==> src/rtl/multi_clk_divider.sv <==
// ---------------------------------------------------------------------------
// multi_clk_divider
//
// Purpose: CHANNELS independent programmable dividers running off one shared
// clock. Each channel produces a registered square wave (outclk), a one-cycle
// period-start strobe (tick) and a flag showing that a newly loaded divisor
// is waiting to take effect (pending). New settings are double-buffered in
// a shadow register and only become active at a counter wrap, or on the
// next edge when the channel is stopped or disabled, so outputs never glitch.
//
// Optional feature macro: MCD_DUTY_EN
//   defined     -> high_count / duty_sel ports exist; each channel can run in
//                  duty mode (outclk = cnt < H, period D) or toggle mode.
//   not defined -> toggle mode only (period 2*D, 50% duty), no H storage.
//
// Ports:
//   inclk       in   system clock, all state changes on the rising edge
//   reset       in   asynchronous active-high reset, clears all state
//   enable      in   [CHANNELS] per-channel run; low freezes the channel
//   divisor     in   [CHANNELS*WIDTH] channel i at [i*WIDTH +: WIDTH]
//   load        in   [CHANNELS] capture divisor (and duty fields) to shadow
//   outclk      out  [CHANNELS] divided output, registered
//   tick        out  [CHANNELS] one-cycle pulse at the start of each period
//   pending     out  [CHANNELS] shadow value captured, not yet active
//   high_count  in   [CHANNELS*WIDTH] high-phase length (MCD_DUTY_EN only)
//   duty_sel    in   [CHANNELS] 1 = duty mode, 0 = toggle (MCD_DUTY_EN only)
// ---------------------------------------------------------------------------
module multi_clk_divider #(
  parameter int CHANNELS = 4,
  parameter int WIDTH    = 32
) (
  input  logic                      inclk,
  input  logic                      reset,
  input  logic [CHANNELS-1:0]       enable,
  input  logic [CHANNELS*WIDTH-1:0] divisor,
  input  logic [CHANNELS-1:0]       load,
  output logic [CHANNELS-1:0]       outclk,
  output logic [CHANNELS-1:0]       tick,
  output logic [CHANNELS-1:0]       pending
`ifdef MCD_DUTY_EN
  ,
  input  logic [CHANNELS*WIDTH-1:0] high_count,
  input  logic [CHANNELS-1:0]       duty_sel
`endif
);

  for (genvar i = 0; i < CHANNELS; i++) begin : g_ch
    logic [WIDTH-1:0] div_in_s;
    logic [WIDTH-1:0] act_div_r;
    logic [WIDTH-1:0] shd_div_r;
    logic [WIDTH-1:0] cnt_r;
    logic             out_r;
    logic             tick_r;
    logic             pend_r;

    logic             run_s;
    logic             wrap_s;
    logic             apply_s;
    logic [WIDTH-1:0] act_div_nx_s;
    logic [WIDTH-1:0] cnt_nx_s;
    logic             out_nx_s;
    logic             tick_nx_s;
    logic             pend_nx_s;

    // Active/shadow duty settings; tied off when the duty feature is absent
    logic             mode_s;
    logic             shd_mode_s;
    logic [WIDTH-1:0] act_high_s;
    logic [WIDTH-1:0] shd_high_s;

    assign div_in_s = divisor[i*WIDTH +: WIDTH];

`ifdef MCD_DUTY_EN
    logic [WIDTH-1:0] act_high_r;
    logic [WIDTH-1:0] shd_high_r;
    logic             act_mode_r;
    logic             shd_mode_r;

    assign mode_s     = act_mode_r;
    assign shd_mode_s = shd_mode_r;
    assign act_high_s = act_high_r;
    assign shd_high_s = shd_high_r;

    // Duty settings: shadow captures on load, active copies at apply
    always_ff @(posedge inclk or posedge reset) begin
      if (reset) begin
        act_high_r <= {WIDTH{1'b0}};
        shd_high_r <= {WIDTH{1'b0}};
        act_mode_r <= 1'b0;
        shd_mode_r <= 1'b0;
      end else begin
        if (apply_s) begin
          act_high_r <= shd_high_r;
          act_mode_r <= shd_mode_r;
        end
        if (load[i]) begin
          shd_high_r <= high_count[i*WIDTH +: WIDTH];
          shd_mode_r <= duty_sel[i];
        end
      end
    end
`else
    assign mode_s     = 1'b0;
    assign shd_mode_s = 1'b0;
    assign act_high_s = {WIDTH{1'b0}};
    assign shd_high_s = {WIDTH{1'b0}};
`endif

    // Next-state logic for counter, output, tick and pending flag
    always_comb begin
      run_s   = enable[i] && (act_div_r != {WIDTH{1'b0}});
      wrap_s  = run_s && (cnt_r == (act_div_r - WIDTH'(1'b1)));
      // A stopped or disabled channel has no wrap to wait for, so the
      // shadow value is applied on the very next edge.
      apply_s = pend_r && (wrap_s || (act_div_r == {WIDTH{1'b0}}) || !enable[i]);

      act_div_nx_s = act_div_r;
      cnt_nx_s     = cnt_r;
      out_nx_s     = out_r;
      tick_nx_s    = 1'b0;

      if (apply_s) begin
        act_div_nx_s = shd_div_r;
        cnt_nx_s     = {WIDTH{1'b0}};
        if (shd_div_r == {WIDTH{1'b0}}) begin
          out_nx_s = 1'b0;
        end else if (shd_mode_s) begin
          out_nx_s = (shd_high_s != {WIDTH{1'b0}});
        end else begin
          out_nx_s = 1'b0;
        end
        // Duty mode starts a fresh period at cnt==0; toggle mode starts low
        tick_nx_s = enable[i] && shd_mode_s && (shd_div_r != {WIDTH{1'b0}});
      end else if (run_s) begin
        if (wrap_s) begin
          cnt_nx_s = {WIDTH{1'b0}};
        end else begin
          cnt_nx_s = cnt_r + WIDTH'(1'b1);
        end
        if (mode_s) begin
          out_nx_s  = (cnt_nx_s < act_high_s);
          tick_nx_s = wrap_s;
        end else begin
          if (wrap_s) begin
            out_nx_s = !out_r;
          end else begin
            out_nx_s = out_r;
          end
          // Tick marks the first high cycle of each toggle period
          tick_nx_s = wrap_s && !out_r;
        end
      end else begin
        act_div_nx_s = act_div_r;
        cnt_nx_s     = cnt_r;
        out_nx_s     = out_r;
        tick_nx_s    = 1'b0;
      end

      if (load[i]) begin
        pend_nx_s = 1'b1;
      end else if (apply_s) begin
        pend_nx_s = 1'b0;
      end else begin
        pend_nx_s = pend_r;
      end
    end

    // Channel state registers
    always_ff @(posedge inclk or posedge reset) begin
      if (reset) begin
        act_div_r <= {WIDTH{1'b0}};
        shd_div_r <= {WIDTH{1'b0}};
        cnt_r     <= {WIDTH{1'b0}};
        out_r     <= 1'b0;
        tick_r    <= 1'b0;
        pend_r    <= 1'b0;
      end else begin
        act_div_r <= act_div_nx_s;
        cnt_r     <= cnt_nx_s;
        out_r     <= out_nx_s;
        tick_r    <= tick_nx_s;
        pend_r    <= pend_nx_s;
        if (load[i]) begin
          shd_div_r <= div_in_s;
        end
      end
    end

    assign outclk[i]  = out_r;
    assign tick[i]    = tick_r;
    assign pending[i] = pend_r;
  end

endmodule
==> config.mk <==
export PLATFORM = sky130hd
export DESIGN_NAME = multi_clk_divider
export DESIGN_NICKNAME = d
export VERILOG_FILES = /design/src/rtl/multi_clk_divider.sv
export SDC_FILE = /design/constraint.sdc
export NUM_CORES = 1
export LEC_CHECK = 0
export CORE_ASPECT_RATIO = 0.7
export CORE_MARGIN = 2
export CORE_UTILIZATION = 35
export CTS_BUF_LIST = sky130_fd_sc_hd__clkbuf_4
export DETAILED_ROUTE_END_ITERATION = 16
export SLEW_MARGIN = 10
export SYNTH_ARGS = -nofsm -noshare
export SYNTH_HDL_FRONTEND = slang
export SYNTH_SLANG_ARGS = --single-unit
==> constraint.sdc <==
create_clock -name inclk -period 16.7 [get_ports inclk]
set_input_delay 1.67 -clock inclk [delete_from_list [all_inputs] [get_ports inclk]]
set_output_delay 1.67 -clock inclk [all_outputs]
set_load 0.02 [all_outputs]
==> results of run 1 <==
==> per-stage QoR <==
| stage | power [uW] | setup slack [ns] |
|---|---|---|
| final | 2455 | 11.92 |
| after global routing | 2606 | 11.57 |
| after CTS | 2496 | 11.92 |
| after detailed placement | 1625 | 11.93 |
| after global placement | 1612 | 12.08 |
| after floorplan | 1478 | 4.019 |
==> layer usage <==
layer	vias up	global-route usage, %	share of wire, %
met4	0	5.387	1.7
met3	77	3.525	6.3
met1	8262	27.01	51
li1	7939	-	-
met5	-	0	0
met2	491	24.17	41
==> kinds of logic (layout without fill, tap and decap cells) <==
kind of cell	count (synthesis)	in the layout	synth area share [%]
simple gates	776	776	18.77
flops	396	396	45.75
mux	282	282	14.54
xor+xnor	244	244	9.865
compound gates	232	232	7.405
buf+inv	156	379	2.986
fa+ha+maj	12	12	0.6931
other cells	0	2	0
==> state kept, by name, indices dropped and copies added, names as in the netlist <==
name,count
g_ch.out_r,4
g_ch.pend_r,4
g_ch.shd_div_r,128
g_ch.act_div_r,128
g_ch.tick_r,4
g_ch.cnt_r,128
==> cell usage in the layout (no fill, tap or decap), types with 6 or more instances in the layout <==
cell             Yosys  layout
dfrtp_1            396     396
nor2_1             185     184
clkbuf_4             0     149
clkdlybuf4s50_1      0     148
mux2_2             137     137
nand2_1            133     133
xnor2_1            130     130
mux2_1             124     124
xor2_1             114     114
nand3_1             89      89
nor3_1              73      73
nor4_1              53      53
nand4_1             51      51
o21ai_0             46      46
a21oi_1             45      44
inv_1               37      36
or4_1               32      32
and3_1              27      27
or3_1               21      21
mux2i_1             21      21
clkinv_1             0      18
buf_4               12      18
a31oi_1             16      16
nand3b_1            16      16
and4_1              14      14
nor2b_1             13      13
a211oi_1            12      12
a21o_1              12      12
ha_1                12      12
nor3b_1             11      11
and2_1              10      10
a22o_1              10      10
o31ai_1              8       8
o211ai_1             8       8
a221o_1              8       8
nand4b_1             8       8
nand2b_1             7       7
or2_2                7       7
nor4b_1              6       6
o22ai_1              6       6
==> worst reg2reg max path, delay by kind of cell, from the launching register on <==
family                 cells  cell delay [ns]
AND/OR/NAND/NOR            6             2.99
AO/OA/AOI/OAI              2             0.50
flip-flops                 1             0.46
buffers and inverters      1             0.36
multiplexers               1             0.36
==> synth_stat cells, types with 7 or more instances <==
library cell  number
a221o_1            8
mux2i_1           21
a31oi_1           16
a21oi_1           45
ha_1              12
nand4_1           51
clkbuf_1          90
a211oi_1          12
buf_4             12
or4_1             32
nor2_1           185
nor4_1            53
buf_2             13
dfrtp_1          396
or3_1             21
mux2_1           124
nor2b_1           13
nand2b_1           7
o21ai_0           46
mux2_2           137
xnor2_1          130
or2_2              7
nand2_1          133
nor3_1            73
and3_1            27
o211ai_1           8
nand4b_1           8
a21o_1            12
a22o_1            10
and2_1            10
o31ai_1            8
nor3b_1           11
inv_1             37
nand3b_1          16
and4_1            14
xor2_1           114
nand3_1           89
==> area by class of cell <==
cell class / count / area, sq um / area share (%)
clock inverters: 25 / 151.4 / 0.6026
well taps: 819 / 1025 / 4.079
inverters: 37 / 146.4 / 0.5827
diodes: 2 / 5.005 / 0.01992
flip-flops and latches: 396 / 9910 / 39.44
repair buffers: 168 / 1642 / 6.534
multi-input cells: 1546 / 11130 / 44.29
clock buffers: 149 / 1119 / 4.452
==> how the worst max path moves through the flow <==
stage,startpoint,endpoint,slack (ns),depth (start not counted)
after floorplan,reset,g_ch[0].act_div_r[0]$_DFFE_PP0P_,4.02,1
after global placement,g_ch[3].act_div_r[6]$_DFFE_PP0P_,g_ch[3].cnt_r[25]$_DFFE_PP0P_,12.08,10
after detailed placement,g_ch[1].act_div_r[9]$_DFFE_PP0P_,g_ch[1].act_div_r[11]$_DFFE_PP0P_,11.93,10
after CTS,g_ch[1].act_div_r[9]$_DFFE_PP0P_,g_ch[1].act_div_r[11]$_DFFE_PP0P_,11.92,10
after global routing,g_ch[1].act_div_r[4]$_DFFE_PP0P_,g_ch[1].act_div_r[11]$_DFFE_PP0P_,11.57,10
final,g_ch[1].act_div_r[9]$_DFFE_PP0P_,g_ch[1].act_div_r[11]$_DFFE_PP0P_,11.92,10
==> where the power goes <==
| group | switching [uW] | leakage, uW | total, uW | internal (uW) |
|---|---|---|---|---|
| Clock | 409 | 0.000762 | 845 | 436 |
| Sequential | 140 | 0.00493 | 1200 | 1060 |
| Combinational | 205 | 0.00420 | 414 | 208 |
==> metrics.md, run 1 <==
| Metric | Value |
|---|---|
| Drt drc | `0` |
| Hold Path Depth | `1` |
| Least-Margin Pin Slew | `around 1.1 ns` |
| First-pass GRT wire length | `roughly 90 mm` |
| Power Density | `~98 nW/um^2` |
| Worst Min Path Start | `g_ch[3].shd_div_r[21]$_DFFE_PP0P_` |
| Share of layout cells above drive strength 1 | `14.61%` |
| Worst vdd ir | `46.38 uV` |
| Reg-to-Reg End | `g_ch[1].act_div_r[11]$_DFFE_PP0P_` |
| Post-DR vias/cell | `~5.3` |
| Worst-Skew Late Latency | `0.88 ns` |
| Final #Nets | `between 2000 and 2500` |
| Flop-to-flop setup slack | `around 12 ns` |
| Fin. max-slew vios | `0` |
| Placed inst area | `between 20000 and 25000 sq um` |
| Critical Path RT | `roughly 17 ns` |
| Hold Path End | `g_ch[3].act_div_r[21]$_DFFE_PP0P_` |
| Starting Density | `35.32%` |
| Postcts setup bufs | `0` |
| Fillers | `5931` |
| FP Rows | `76` |
| Area leader, netlist | `dfrtp_1` |
| Mean Syn Cell Area | `about 10 sq um` |
| Syn nets | `approximately 2200` |
| Routed WL | `55.20 mm` |
| Synthesized netlist cell count | `2098` |
| Layout Utilization | `roughly two fifths` |
| Core area | `61330 sq um` |
| Clock sink count | `~400` |
| Largest net degree at the start of global routing | `159` |
| Chip height | `between 200 and 250 um` |
| Yosys warns | `0` |
| Initial drt markers | `~1100` |
| Ys flop type | `dfrtp_1` |
| DP Cell Count | `between 2000 and 3000` |
| Worst path bufs/invs | `1` |
| CP max-delay cell | `nor4_1` |
| Critical-path cell list | `or4_1 -> nor4_1 -> nand3b_1 -> or4_1 -> nand3_1 -> o211ai_1 -> nor4b_2 -> o21ai_2 -> buf_4 -> mux2_1` |
| Post-synth EDFFs | `0` |
| Status | `finished, final reports clean` |
| # IOs | `150` |
| Max stage delay on crit path | `0.77 ns` |
| Critical Path Most Common Cell | `or4_1` |
| Max Clock Freq | `roughly 210 MHz` |
| Reg-to-reg critical path startpoint | `g_ch[1].act_div_r[9]$_DFFE_PP0P_` |
| Hold Crit Class | `reg -> reg` |
| IO buf count | `around 150` |
| CP Max Fanout | `19` |
| Hold-fix buffers, CTS | `0` |
| Post-synthesis sequential area ratio | `around 46%` |
| Worst r2r path cells | `10` |
| CTS Buf Count | `roughly 100` |
| Layout Cells excl Fill | `3142` |
| ANT nets after route | `0` |
| Initial antenna violation count | `4` |
| Top-area cell type share of the netlist area | `between 40% and 50%` |
| H-tree lvl count | `3` |
| Hold Fails Final Rpt | `0` |
| CTS clk-pin slew, worst paths | `about 0.080 ns` |
| Clk_skew | `0.06395 ns` |
| Crit path DAT | `around 5.5 ns` |
| Post-route cell area | `25120 sq um` |
| Setup TNS | `0 ns` |
| RSZ-0062 raised after global routing | `false` |
| Setup Crit Path Kind | `reg -> reg` |
| Clk root buf | `clkbuf_4` |
| Critical path launch point type | `flop` |
| P_leak | `~0.0099 uW` |
| Synth Register Bits | `a little under 400` |
| CP Capture Type | `flop` |
| Largest cells by area after synthesis | `dfrtp_1 46%, mux2_2 7.1%, mux2_1 6.4%` |
| Global Route Usage Sum | `17.50%` |
| Synthesized area | `around 22000 sq um` |
| Period utilisation layout | `28.64%` |
| DPL Wire Length | `39.61 mm` |
| Fraction of registers with async set/reset | `100.0%` |
| Area of the die | `about 64000 sq um` |
| CTS Buffer Depth | `3` |
| Synth unique cells | `79` |
| CTS tree | `built` |
| Wire per inst | `~18 um` |
| Max-slew headroom | `a little under a quarter` |
| Vias in the first global route | `16510` |
| TritonRoute pass-1 iters | `5` |
| Hold_ws | `~0.43 ns` |
| Synth-to-layout area growth | `15.98%` |
| Via count | `16770` |
| Gr ovfl total | `0` |
| Post-cts sizing count | `0` |
| Max-Cap Viols | `0` |
| GP Congestion | `0.9631` |
| # setup viols final | `0` |
| Delay-heaviest family, CP | `simple AND/OR/NAND/NOR gates` |
| Min cycle time layout | `roughly 4.8 ns` |
| Die Wd | `approximately 300 um` |
Power figures use the tool's default switching activity.
==> inputs of run 2 (changes only) <==
==> constraint.sdc (replaced) <==
create_clock -name inclk -period 5 [get_ports inclk]
set_input_delay 0.5 -clock inclk [delete_from_list [all_inputs] [get_ports inclk]]
set_output_delay 0.5 -clock inclk [all_outputs]
set_load 0.02 [all_outputs]
==> run 2 against run 1 <==
Register-to-register slack worse by 11 ns. Cell area increased by 0.39%. Maximum frequency rose by 10%. Non-clock buffer count increased by 12. Via count is 1.6% higher. Worst setup slack got worse by 11 ns. Highest routed layer unchanged. Critical path depth increased by 3. Sequential cell count is the same. Clock-buffer cell count shrank 10. Clock power grew to 3.3 times the previous value.
==> metrics.md, run 2 (synthesis results as in run 1) <==
| Metric | Value |
|---|---|
| H-tree lvl count | `3` |
| Setup Crit Path Kind | `reg -> reg` |
| Post-DR vias/cell | `5.396` |
| Max Clock Freq | `roughly 230 MHz` |
| Clock sink count | `just under 400` |
| Worst vdd ir | `between 150 and 200 uV` |
| Worst r2r path cells | `13` |
| Postcts setup bufs | `0` |
| Hold Fails Final Rpt | `0` |
| Hold Crit Class | `in -> async` |
| Crit path DAT | `5.08 ns` |
| Via count | `between 15000 and 20000` |
| Largest net degree at the start of global routing | `approximately 110` |
| # IOs | `150` |
| ANT nets after route | `0` |
| Commonest non-fill, non-tap cell in the layout | `dfrtp_1` |
| Sw Ratio | `31.39%` |
| Biggest regs | `g_ch.act_div_r (128), g_ch.cnt_r (128), g_ch.shd_div_r (128)` |
| DPL Wire Length | `between 40 and 50 mm` |
| Layout Cells excl Fill | `about 3200` |
| Reg-to-Reg End | `g_ch[1].act_div_r[17]$_DFFE_PP0P_` |
| Die Wd | `around 300 um` |
| TritonRoute pass-1 iters | `5` |
| Chip height | `~210 um` |
| CP max-delay cell | `nor3b_1` |
| RSZ-0062 raised after global routing | `false` |
| Crit. Startpoint | `g_ch[1].act_div_r[0]$_DFFE_PP0P_` |
| Share of layout cells above drive strength 1 | `14.85%` |
| Vias in the first global route | `approximately 17000` |
| CP Capture Type | `flop` |
| Max stage delay on crit path | `around 0.52 ns` |
| Post-cts sizing count | `0` |
| CTS Buf Count | `102` |
| Critical-path cell list | `inv_1 -> ha_1 -> nor3b_1 -> nand4_1 -> nor2_1 -> nor3_1 -> o32ai_1 -> o21ai_1 -> nor4b_2 -> buf_4 -> o21ai_2 -> buf_4 -> mux2_1` |
| Initial drt markers | `between 1000 and 1500` |
| Max-Cap Viols | `0` |
| Clock share of power | `approximately 34%` |
| Internal power | `about 5600 uW` |
| CP endpoint | `g_ch[1].act_div_r[17]$_DFFE_PP0P_` |
| Clk root buf | `clkbuf_4` |
| DP Cell Count | `just under 3000` |
| Routed WL | `between 50 and 60 mm` |
| Fin. max-slew vios | `0` |
| Critical path launch point type | `flop` |
| # setup viols final | `0` |
| Drt drc | `0` |
| Synth-to-layout area growth | `16.44%` |
| CTS clk-pin slew, worst paths | `0.07 ns` |
| Area of the die | `roughly 64000 sq um` |
| GP Congestion | `a little over 0.9` |
| Wire per inst | `roughly 18 um` |
| Sequential share of power | `between 40% and 50%` |
| Flop-to-flop setup slack | `roughly 0.66 ns` |
| CTS tree | `built` |
| Most frequent cells in the layout | `396 x dfrtp_1, 184 x nor2_1, 148 x clkdlybuf4s50_1` |
| Critical path depth | `13` |
| P_leak | `0.009936 uW` |
| Global Route Usage Sum | `about 18%` |
| Delay-heaviest family, CP | `simple AND/OR/NAND/NOR gates` |
| Critical Path RT | `roughly 5.7 ns` |
| Status | `finished, final reports clean` |
| Reg-to-reg critical path startpoint | `g_ch[1].act_div_r[0]$_DFFE_PP0P_` |
| Final #Nets | `2413` |
| Least-Margin Pin Slew | `1.114 ns` |
| Gr ovfl total | `0` |
| Starting Density | `a little over a third` |
| Switching power total | `2571 uW` |
| Core area | `slightly above 60000 sq um` |
| Worst-Skew Late Latency | `approximately 0.9 ns` |
| Min cycle time layout | `approximately 4.3 ns` |
| First-pass GRT wire length | `roughly 92 mm` |
| Period utilisation layout | `between 80 and 90%` |
| Max-slew headroom | `25.45%` |
| Combinational power share | `roughly 17%` |
| IO buf count | `between 100 and 150` |
| FP Rows | `76` |
| Hold-fix buffers, CTS | `0` |
| CP Max Fanout | `22` |
| Worst path bufs/invs | `3` |
| Clk_skew | `0.04953 ns` |
| Initial antenna violation count | `3` |
| Power Density | `between 300 and 400 nW/um^2` |
| Critical Path Most Common Cell | `buf_4` |
| Final setup margin | `0.6586 ns` |
| Dpl ws | `0.6985 ns` |
| CTS Buffer Depth | `3` |
## run 2: layer usage
layer  routed length, um  part of all wire, %  up-vias  track usage, %
li1                    -                    -     7972               -
met1               27930                   50     8441           27.03
met2               23000                   41      538           25.06
met3                3710                  6.7       91           3.515
met4                1125                  2.0        0           5.593
met5                   0                    0        -               0
## run 2: final cells by class
| class | count | area, sq um |
|---|---|---|
| fill | 5931 | 36110 |
| antenna | 3 | 7.507 |
| inverter | 37 | 142.6 |
| sequential | 396 | 9910 |
| clock buffer | 139 | 1044 |
| tap | 819 | 1025 |
| clock inverter | 38 | 211.5 |
| timing repair buffer | 180 | 1757 |
| multi-input combinational | 1546 | 11130 |
## run 2: metrics by stage
step           hold slack [ns]  area, sq um  utilization [%]  setup TNS, ns  total power (uW)
2_1_floorplan           0.4541        21670                -        -328.61              4939
3_3_place_gp            0.4676        23960            39.07              0              5399
3_5_place_dp            0.4683        23960            39.07              0              5456
4_1_cts                0.02967        25220            41.11              0              8316
5_1_grt                0.08533        25220            41.12              0              8698
6_report                0.1260        25220            41.12              0              8192
## run 2: power by group through the flow
stage          combinational [uW]  sequential [uW]  clock (uW)
6_report                     1400             4010        2780
5_1_grt                      1560             4070        3070
4_1_cts                      1410             4000        2910
3_5_place_dp                 1390             4060           0
3_3_place_gp                 1350             4050           0
2_1_floorplan                1120             3820           0
## run 2: worst min-delay path by stage
stage                                           start                           endpoint  slack [ns]  depth (start not counted)
global route                                    reset   g_ch[0].shd_div_r[1]$_DFFE_PP0P_        0.09                          2
finish                                          reset   g_ch[0].shd_div_r[1]$_DFFE_PP0P_        0.13                          2
global placement    g_ch[0].shd_div_r[10]$_DFFE_PP0P_  g_ch[0].act_div_r[10]$_DFFE_PP0P_        0.47                          1
detailed placement  g_ch[0].shd_div_r[15]$_DFFE_PP0P_  g_ch[0].act_div_r[15]$_DFFE_PP0P_        0.47                          1
floorplan           g_ch[1].shd_div_r[31]$_DFFE_PP0P_  g_ch[1].act_div_r[31]$_DFFE_PP0P_        0.45                          1
CTS                                             reset   g_ch[0].shd_div_r[1]$_DFFE_PP0P_        0.03                          2
==> inputs of run 3 (changes only) <==
--- a/config.mk
+++ b/config.mk
@@ -5,11 +5,13 @@
 export SDC_FILE = /design/constraint.sdc
 export NUM_CORES = 1
 export LEC_CHECK = 0
+export CAP_MARGIN = 20
 export CORE_ASPECT_RATIO = 0.7
 export CORE_MARGIN = 2
 export CORE_UTILIZATION = 35
 export CTS_BUF_LIST = sky130_fd_sc_hd__clkbuf_4
 export DETAILED_ROUTE_END_ITERATION = 16
+export GPL_TIMING_DRIVEN = 1
 export SLEW_MARGIN = 10
 export SYNTH_ARGS = -nofsm -noshare
 export SYNTH_HDL_FRONTEND = slang
==> run 3 against run 2 <==
Die area unchanged. Sequential power about the same. Wire length about the same. Clock-buffer cell count unchanged. Clock skew is 0.0034 ns higher. Sequential cell count unchanged. Largest power group unchanged.
==> metrics.md, run 3 (synthesis results as in run 1) <==
| Metric | Value |
|---|---|
| Status | `finished, final reports clean` |
| CTS Buffer Depth | `3` |
| Clock sink count | `~400` |
| Commonest non-fill, non-tap cell in the layout | `dfrtp_1` |
| Drt drc | `0` |
| # setup viols final | `0` |
| First-pass GRT wire length | `between 90 and 100 mm` |
| Delay-heaviest family, CP | `simple AND/OR/NAND/NOR gates` |
| Max-slew headroom | `37.29%` |
| P_leak | `0.009950 uW` |
| Reg-to-reg critical path startpoint | `g_ch[1].act_div_r[0]$_DFFE_PP0P_` |
| Postcts setup bufs | `0` |
| Vias in the first global route | `~17000` |
| Largest net degree at the start of global routing | `between 100 and 150` |
| Clk root buf | `clkbuf_4` |
| Setup TNS | `0 ns` |
| Period utilisation layout | `87.35%` |
| CP Capture Type | `flop` |
| Critical Path RT | `5.73 ns` |
| Max stage delay on crit path | `0.53 ns` |
| Clk_skew | `between 0.05 and 0.06 ns` |
| Die Wd | `301.4 um` |
| Final setup margin | `roughly 0.63 ns` |
| Setup Crit Path Kind | `reg -> reg` |
| Worst-Skew Late Latency | `a little under 0.9 ns` |
| Most frequent cells in the layout | `396 x dfrtp_1, 184 x nor2_1, 148 x clkdlybuf4s50_1` |
| CP Max Fanout | `22` |
| Final #Nets | `between 2000 and 2500` |
| Wire per inst | `17.65 um` |
| Synth-to-layout area growth | `16.57%` |
| Fillers | `5931` |
| Fin. max-slew vios | `0` |
| Starting Density | `a little over a third` |
| Critical Path Most Common Cell | `buf_4` |
| Initial antenna violation count | `3` |
| Flop-to-flop setup slack | `about 0.63 ns` |
| Pwr Total | `roughly 8200 uW` |
| IO buf count | `approximately 150` |
| Min cycle time layout | `4.367 ns` |
| Dpl ws | `~0.70 ns` |
| Post-DR vias/cell | `roughly 5.4` |
| RSZ-0062 raised after global routing | `false` |
| Core area | `61330 sq um` |
| Hold Fails Final Rpt | `0` |
| CTS tree | `built` |
| DPL Wire Length | `~41 mm` |
| Global Route Usage Sum | `17.78%` |
| Reg-to-Reg End | `g_ch[1].act_div_r[17]$_DFFE_PP0P_` |
| Initial drt markers | `about 1200` |
| ANT nets after route | `0` |
| Multi-input logic area | `11130 sq um` |
| Critical path launch point type | `flop` |
| Power Density | `around 320 nW/um^2` |
| Layout Utilization | `41.17%` |
| Hold Crit Class | `in -> async` |
| H-tree lvl count | `3` |
| Hold-fix buffers, CTS | `0` |
| CTS Buf Count | `about 100` |
| CP max-delay cell | `nor3b_1` |
| Critical-path cell list | `inv_1 -> ha_1 -> nor3b_1 -> nand4_1 -> nor2_1 -> nor3_1 -> o32ai_1 -> o21ai_1 -> nor4b_2 -> buf_4 -> o21ai_2 -> buf_4 -> mux2_1` |
| CTS clk-pin slew, worst paths | `approximately 0.070 ns` |
| Share of layout cells above drive strength 1 | `between 10% and 20%` |
| Routed WL | `between 50 and 60 mm` |
| Via count | `17100` |
| Register Area | `~9900 sq um` |
| Worst vdd ir | `between 150 and 200 uV` |
| Worst r2r path cells | `13` |
| # IOs | `150` |
| Biggest regs | `g_ch.act_div_r (128), g_ch.cnt_r (128), g_ch.shd_div_r (128)` |
| Gr ovfl total | `0` |
| Post-cts sizing count | `0` |
| TritonRoute pass-1 iters | `6` |
| FP Rows | `76` |
| Crit path DAT | `between 5 and 6 ns` |
| Area of the die | `around 64000 sq um` |
| Max-Cap Viols | `0` |
| Least-Margin Pin Slew | `slightly above 0.9 ns` |
| Max Clock Freq | `roughly 230 MHz` |
| Hold_ws | `between 0.1 and 0.15 ns` |
| Chip height | `212.1 um` |
| Worst path bufs/invs | `3` |
| GP Congestion | `about 0.91` |
[run 3: changes by cell type in the layout (fill, tap and decap cells not counted), sizes merged]
cell / before / now
buf: 32 / 33
[run 3: worst register-to-register path, cell delays in order, from the launching register on]
cell and delay (ns):
dfrtp_1 0.44, inv_1 0.11, ha_1 0.25, nor3b_1 0.53, nand4_1 0.39, nor2_1 0.44
nor3_1 0.10, o32ai_1 0.28, o21ai_1 0.13, nor4b_2 0.18, buf_4 0.17, o21ai_2 0.46
buf_4 0.40, mux2_1 0.37
[run 3: how the worst max path moves through the flow]
stage	startpoint	cells after the start	end	slack, ns
CTS	g_ch[1].act_div_r[0]$_DFFE_PP0P_	13	g_ch[1].act_div_r[17]$_DFFE_PP0P_	0.67
finish	g_ch[1].act_div_r[0]$_DFFE_PP0P_	13	g_ch[1].act_div_r[17]$_DFFE_PP0P_	0.63
global placement	g_ch[2].act_div_r[6]$_DFFE_PP0P_	9	g_ch[2].act_div_r[19]$_DFFE_PP0P_	0.78
floorplan	reset	1	g_ch[0].act_div_r[0]$_DFFE_PP0P_	-0.83
detailed placement	g_ch[1].act_div_r[0]$_DFFE_PP0P_	13	g_ch[1].act_div_r[17]$_DFFE_PP0P_	0.70
global route	g_ch[1].act_div_r[0]$_DFFE_PP0P_	13	g_ch[1].act_div_r[1]$_DFFE_PP0P_	0.30
[run 3: layout make-up]
class / instances / area share (%)
inverter: 37 / 0.5649
clock inverter: 38 / 0.8374
clock buffer: 139 / 4.133
antenna: 3 / 0.02973
tap: 819 / 4.058
timing repair buffer: 181 / 7.066
sequential: 396 / 39.24
multi-input combinational: 1546 / 44.07
[run 3: report_power, final]
part / switching [uW] / internal [uW] / total [uW] / leakage, uW
logic: 700 / 707 / 1410 / 0.00427
registers: 478 / 3530 / 4010 / 0.00493
clock network: 1390 / 1390 / 2780 / 0.000743
total: 2570 / 5620 / 8200 / 0.00995
[run 3: routing by layer]
layer / share of wire (%) / GRT usage (%) / vias up / wire length (um)
met3: 6.5 / 3.515 / 94 / 3635
met1: 50 / 27.03 / 8450 / 28030
li1: - / - / 7985 / -
met2: 41 / 25.06 / 569 / 22960
met4: 2.0 / 5.593 / 0 / 1137
met5: 0 / 0 / - / 0
[run 3: stage by stage]
step                      instances  area, sq um
after detailed placement       2978        23960
after floorplan                2098        21670
after global placement         2978        23960
after CTS                      3155        25220
final                          3159        25250
after global routing           3159        25250
